===== config.mk =====
export PLATFORM = sky130hd
export DESIGN_NAME = mem_read_arbiter
export DESIGN_NICKNAME = d
export VERILOG_FILES = /design/src/rtl/mem_read_arbiter.sv
export SDC_FILE = /design/constraint.sdc
export NUM_CORES = 1
export LEC_CHECK = 0
export ABC_AREA = 1
export BUFFER_PORTS_ARGS = -buffer_cell sky130_fd_sc_hd__buf_4
export CORE_ASPECT_RATIO = 0.9
export CORE_MARGIN = 2
export CORE_UTILIZATION = 40
export DETAILED_ROUTE_END_ITERATION = 6
export PLACE_DENSITY = 0.88
export SYNTH_ARGS = -nofsm -noshare
export SYNTH_HDL_FRONTEND = slang
export SYNTH_SLANG_ARGS = --single-unit

===== constraint.sdc =====
create_clock -name clk -period 3.5 [get_ports clk]
set_input_delay 0.525 -clock clk [delete_from_list [all_inputs] [get_ports clk]]
set_output_delay 0.525 -clock clk [all_outputs]
set_load 0.01 [all_outputs]

===== src/rtl/mem_read_arbiter.sv =====
// mem_read_arbiter: shares one AXI-style read path (AR + R channels) between
// requester 0 (i_cache) and requester 1 (d_cache). One burst is in flight at
// a time; ties are broken round-robin against the previous owner.
// Optional build macro MEM_READ_ARB_PERF_EN adds saturating grant/wait counters.
//
// state | meaning
// IDLE  | no burst owned; arbitrate pending requests
// ADDR  | owner's AR forwarded to memory, waiting for s_arready
// DATA  | routing R beats to the owner until burst end
module mem_read_arbiter #(
    parameter int ADDR_WIDTH = 26,
    parameter int DATA_WIDTH = 32,
    parameter int LEN_WIDTH  = 8,
    parameter int ID_WIDTH   = 4
) (
    input  logic                  clk,
    input  logic                  rst_n,
    input  logic                  m0_arvalid,
    input  logic [ADDR_WIDTH-1:0] m0_araddr,
    input  logic [LEN_WIDTH-1:0]  m0_arlen,
    input  logic [ID_WIDTH-1:0]   m0_arid,
    output logic                  m0_arready,
    input  logic                  m1_arvalid,
    input  logic [ADDR_WIDTH-1:0] m1_araddr,
    input  logic [LEN_WIDTH-1:0]  m1_arlen,
    input  logic [ID_WIDTH-1:0]   m1_arid,
    output logic                  m1_arready,
    output logic                  m0_rvalid,
    output logic                  m1_rvalid,
    input  logic                  m0_rready,
    input  logic                  m1_rready,
    output logic [DATA_WIDTH-1:0] m_rdata,
    output logic                  s_arvalid,
    output logic [ADDR_WIDTH-1:0] s_araddr,
    output logic [LEN_WIDTH-1:0]  s_arlen,
    output logic [ID_WIDTH-1:0]   s_arid,
    input  logic                  s_arready,
    input  logic                  s_rvalid,
    input  logic [DATA_WIDTH-1:0] s_rdata,
    input  logic                  s_rlast,
    output logic                  s_rready,
    output logic                  busy,
    output logic                  grant,
    output logic                  len_err
`ifdef MEM_READ_ARB_PERF_EN
    ,
    output logic [31:0]           perf_grants0,
    output logic [31:0]           perf_grants1,
    output logic [31:0]           perf_wait0,
    output logic [31:0]           perf_wait1
`endif
);

    typedef enum logic [1:0] {IDLE, ADDR, DATA} state_t;

    localparam logic [LEN_WIDTH-1:0] LEN_ONE = LEN_WIDTH'(1);

    state_t               state;
    logic                 last_grant;
    logic [LEN_WIDTH-1:0] len_reg;
    logic [LEN_WIDTH-1:0] beat_cnt;

    logic in_addr;
    logic in_data;
    logic ar_hs;
    logic r_hs;
    logic cnt_last;
    logic burst_end;
    logic next_owner;

    assign in_addr = (state == ADDR);
    assign in_data = (state == DATA);

    // Handshake and burst-end detection; beat_cnt never wraps since len <= 16
    assign ar_hs      = in_addr && s_arready;
    assign r_hs       = in_data && s_rvalid && s_rready;
    assign cnt_last   = ((beat_cnt + LEN_ONE) == len_reg);
    assign burst_end  = r_hs && (s_rlast || cnt_last);
    assign next_owner = (m0_arvalid && m1_arvalid) ? ~last_grant : m1_arvalid;

    // Channel routing; all valid/ready outputs decode from the async-reset state
    assign busy       = (state != IDLE);
    assign s_arvalid  = in_addr;
    assign s_araddr   = grant ? m1_araddr : m0_araddr;
    assign s_arlen    = grant ? m1_arlen  : m0_arlen;
    assign s_arid     = grant ? m1_arid   : m0_arid;
    assign m0_arready = in_addr && !grant && s_arready;
    assign m1_arready = in_addr &&  grant && s_arready;
    assign s_rready   = in_data && (grant ? m1_rready : m0_rready);
    assign m0_rvalid  = in_data && !grant && s_rvalid;
    assign m1_rvalid  = in_data &&  grant && s_rvalid;
    assign m_rdata    = s_rdata;

    // Arbitration FSM with burst tracking and sticky length-error flag
    always_ff @(posedge clk or negedge rst_n) begin
        if (!rst_n) begin
            state      <= IDLE;
            grant      <= 1'b0;
            last_grant <= 1'b0;
            len_reg    <= '0;
            beat_cnt   <= '0;
            len_err    <= 1'b0;
        end else begin
            case (state)
                IDLE: begin
                    if (m0_arvalid || m1_arvalid) begin
                        grant    <= next_owner;
                        len_reg  <= next_owner ? m1_arlen : m0_arlen;
                        beat_cnt <= '0;
                        state    <= ADDR;
                    end
                end
                ADDR: begin
                    if (s_arready) begin
                        last_grant <= grant;
                        state      <= DATA;
                    end
                end
                DATA: begin
                    if (r_hs) begin
                        beat_cnt <= beat_cnt + LEN_ONE;
                    end
                    if (burst_end) begin
                        if (s_rlast != cnt_last) begin
                            len_err <= 1'b1;
                        end
                        state <= IDLE;
                    end
                end
                default: state <= IDLE;
            endcase
        end
    end

`ifdef MEM_READ_ARB_PERF_EN
    function automatic logic [31:0] sat_inc(input logic [31:0] v);
        return (v == 32'hFFFF_FFFF) ? v : v + 32'd1;
    endfunction

    // Saturating grant and wait-cycle counters per requester
    always_ff @(posedge clk or negedge rst_n) begin
        if (!rst_n) begin
            perf_grants0 <= '0;
            perf_grants1 <= '0;
            perf_wait0   <= '0;
            perf_wait1   <= '0;
        end else begin
            if (ar_hs && !grant) perf_grants0 <= sat_inc(perf_grants0);
            if (ar_hs &&  grant) perf_grants1 <= sat_inc(perf_grants1);
            if (m0_arvalid && !(in_addr && !grant)) perf_wait0 <= sat_inc(perf_wait0);
            if (m1_arvalid && !(in_addr &&  grant)) perf_wait1 <= sat_inc(perf_wait1);
        end
    end
`endif

endmodule


==> results.toml <==
[status]
status = "complete, no violations"

[cells_and_area]
layout-drive-gt1-share_pct = 36.7
post_layout_cell_count = 485
num-nets-final = 540
nFillCells = 432
area_growth_syn_to_layout_pct = 41.7
insertedDiodeCount = 0

[clock_tree]
ctsResizeCount = 0
cts_htree_levels = 1
cts_post_setup_buffers_inserted = 0
cts-hold-fix-buffers = 0
tritoncts = "done"
cts.sinks = 21
tritoncts.num_buffers = 3
cts-root-buf = "sky130_fd_sc_hd__clkbuf_8"
clkSlewWorstSetupHoldPaths_ns = 0.08
cts-root-to-sink-buffers = 2
worstSkewPairLatency_ns = 0.27

[drt]
route.vias.total = 2358
route.antenna.remaining_nets = 0
number_of_iterations_in_the_first_detailed_routing_pass = 4
detail_route.drc_violations = 0
via_per_inst = 4.86
wl_per_cell_um = 13.4
wl_um = 6510
drt_iter0_drc = 135

[placed_design]
port_buffers = 131
hpwlAfterDp_um = 5360
placement.setup.worst_slack_ns = 1.60
numPlacedInstances = 481
last_weighted_congestion_value_of_the_routability_driven_placer = 0.905

[setup_path]
endpoint_class_of_the_critical_path = "primary output"
path_class = "flip-flop to primary output"
critical_path.startpoint_type = "flip-flop"
r2r_cells = 10
critPathMaxFanout = 42
worstPathRequired_ns = 2.97
worst_ep_arrival_time_ns = 1.65

[sta]
final.setup.worst_slack_ns = 1.33
setup_total_negative_slack_ns = 0
setup_viol = 0
setup_repair_after_global_routing_missed_its_margin = "false"
final.period_utilization_pct = 62.1
final_hold_violations = 0
remaining_max_slew_budget_at_the_tightest_pin_pct = 55.3
drv_slew = 0
finalWorstPathRequiredPeriod_ns = 2.17
max_clock_freq_mhz = 460
clock-skew-final_ns = 0.00308
worst_pin_slew_ns = 0.669

[grt]
first_global_vias = 2275
grt_pass1_wl_um = 10400
groute.usage.overall_pct = 23.6
pin_count_of_the_biggest_net_entering_global_routing = 44
antenna_found_initial = 0
congestion_overflow_gr = 0

[power_and_ir_drop]
share_clk_of_total_power_pct = 9.5
switching_part_of_the_total_power_pct = 47.5
seqPwrFrac_pct = 22.7
static-leakage-power_nw = 1.62
net-switching-power_uw = 835
vdd_drop_max_mv = 0.263
comb_power_share_pct = 67.8
internal_power_uw = 922
pwr_density_cell_mw_per_mm2 = 622

[synth]
post_synth_instance_area_mm2 = 0.00199
ys_ff_latch = 21
netlist_instances = 326
syn_avg_cell_area_um2 = 6.12
synth_seq_area_share_pct = 26.3
yosys_warning_total = 0
yosys.cell_types.count = 27
syn-num-nets = 445

[die]
initial_utilization_pct = 41.3
core_region_area_mm2 = 0.00483
die_wd_um = 78.4
die_h_um = 71.0
num_rows = 24
floorplan.die_area_mm2 = 0.00557
ios = 196

[flow_run]
maxCapViolCount = 0

[min_path]
hold_class = "input pin to asynchronous set/reset pin"
[power by group through the flow]
stage | clock (mW) | combinational [mW] | sequential (mW)
after floorplan | 0 | 0.712 | 0.389
after global placement | 0 | 1.17 | 0.399
after detailed placement | 0 | 1.19 | 0.402
after CTS | 0.163 | 1.20 | 0.398
after global routing | 0.177 | 1.31 | 0.410
final | 0.166 | 1.19 | 0.400
[metal layers]
layer / global-route usage (%) / part of all wire [%]
met1: 28.0 / 39
met2: 38.0 / 47
met3: 9.82 / 10
met4: 9.75 / 3.0
met5: 0 / 0
[layout by cell type, fill, tap and decap left out, types with 2 or more instances in the layout]
| cell type | n |
|---|---|
| sky130_fd_sc_hd__o21ai_0 | 17 |
| sky130_fd_sc_hd__clkbuf_8 | 3 |
| sky130_fd_sc_hd__buf_4 | 132 |
| sky130_fd_sc_hd__nor2_2 | 3 |
| sky130_fd_sc_hd__nand3_1 | 22 |
| sky130_fd_sc_hd__nor2_4 | 3 |
| sky130_fd_sc_hd__inv_2 | 3 |
| sky130_fd_sc_hd__inv_1 | 20 |
| sky130_fd_sc_hd__ha_1 | 2 |
| sky130_fd_sc_hd__o22ai_1 | 8 |
| sky130_fd_sc_hd__o21ai_1 | 2 |
| sky130_fd_sc_hd__nand2_1 | 150 |
| sky130_fd_sc_hd__dfrtp_1 | 21 |
| sky130_fd_sc_hd__o31ai_1 | 2 |
| sky130_fd_sc_hd__nand2_2 | 4 |
| sky130_fd_sc_hd__nor2_1 | 18 |
[synthesized netlist by cell type (all sizes together)]
library cell  instances  share of area (%)
nor2                 24                6.0
o22ai                 8                2.5
inv                  24                4.6
dfrtp                21                 26
buf                  34                 13
o31ai                 2               0.75
and2                  1               0.44
a21o                  1               0.38
ha                    2                1.3
nand3                23                6.4
clkbuf                8                1.5
xnor2                 1               0.44
nand2               155                 30
o21ai                20                5.6
xor2                  1               0.44
o21bai                1               0.38
[worst max-delay path, cell delays in order (launching register included)]
cell                      delay, ns
sky130_fd_sc_hd__dfrtp_1       0.39
sky130_fd_sc_hd__inv_2         0.49
sky130_fd_sc_hd__nand2_1       0.14
sky130_fd_sc_hd__nand2_2       0.13
sky130_fd_sc_hd__nand2_1       0.06
sky130_fd_sc_hd__inv_1         0.05
sky130_fd_sc_hd__buf_4         0.11
[through the flow]
step	instance area (µm²)	hold slack, ns	power, mW	util [%]
2_1_floorplan	1990	0.229	1.10	-
3_3_place_gp	2780	0.426	1.57	57.5
3_5_place_dp	2780	0.424	1.60	57.5
4_1_cts	2830	0.138	1.76	58.5
5_1_grt	2830	0.142	1.90	58.5
6_report	2830	0.125	1.76	58.5
[cell type report]
type,instances,area (µm²),area share (%)
clock inverters,1,5.00,0.177
clock buffers,3,41.3,1.46
multi-input cells,239,1090,38.6
well taps,65,81.3,2.88
inverters,24,92.6,3.28
repair buffers,132,991,35.1
flip-flops and latches,21,526,18.6
[cells by family after synthesis]
kind of cell	Yosys count	share of synthesized area (%)
adders and majority gates	2	1.25
AOI/OAI and AO/OA	32	9.60
buffers and inverters	66	19.0
and+or+nand+nor	203	42.9
xor gates and xnor gates	2	0.878
DFF	21	26.3
[worst paths after layout]
kind,start,to,slack (ns)
worst max register to register,beat_cnt[0],len_err,1.56
worst min register to register,len_err,len_err,0.48
max in group asynchronous,rst_n,beat_cnt[3],3.16
worst min-delay path,rst_n,state[0],0.12
min in group clk,s_arready,state[0],0.45
worst max-delay path,grant,s_rready,1.33
Power figures use the tool's default switching activity.
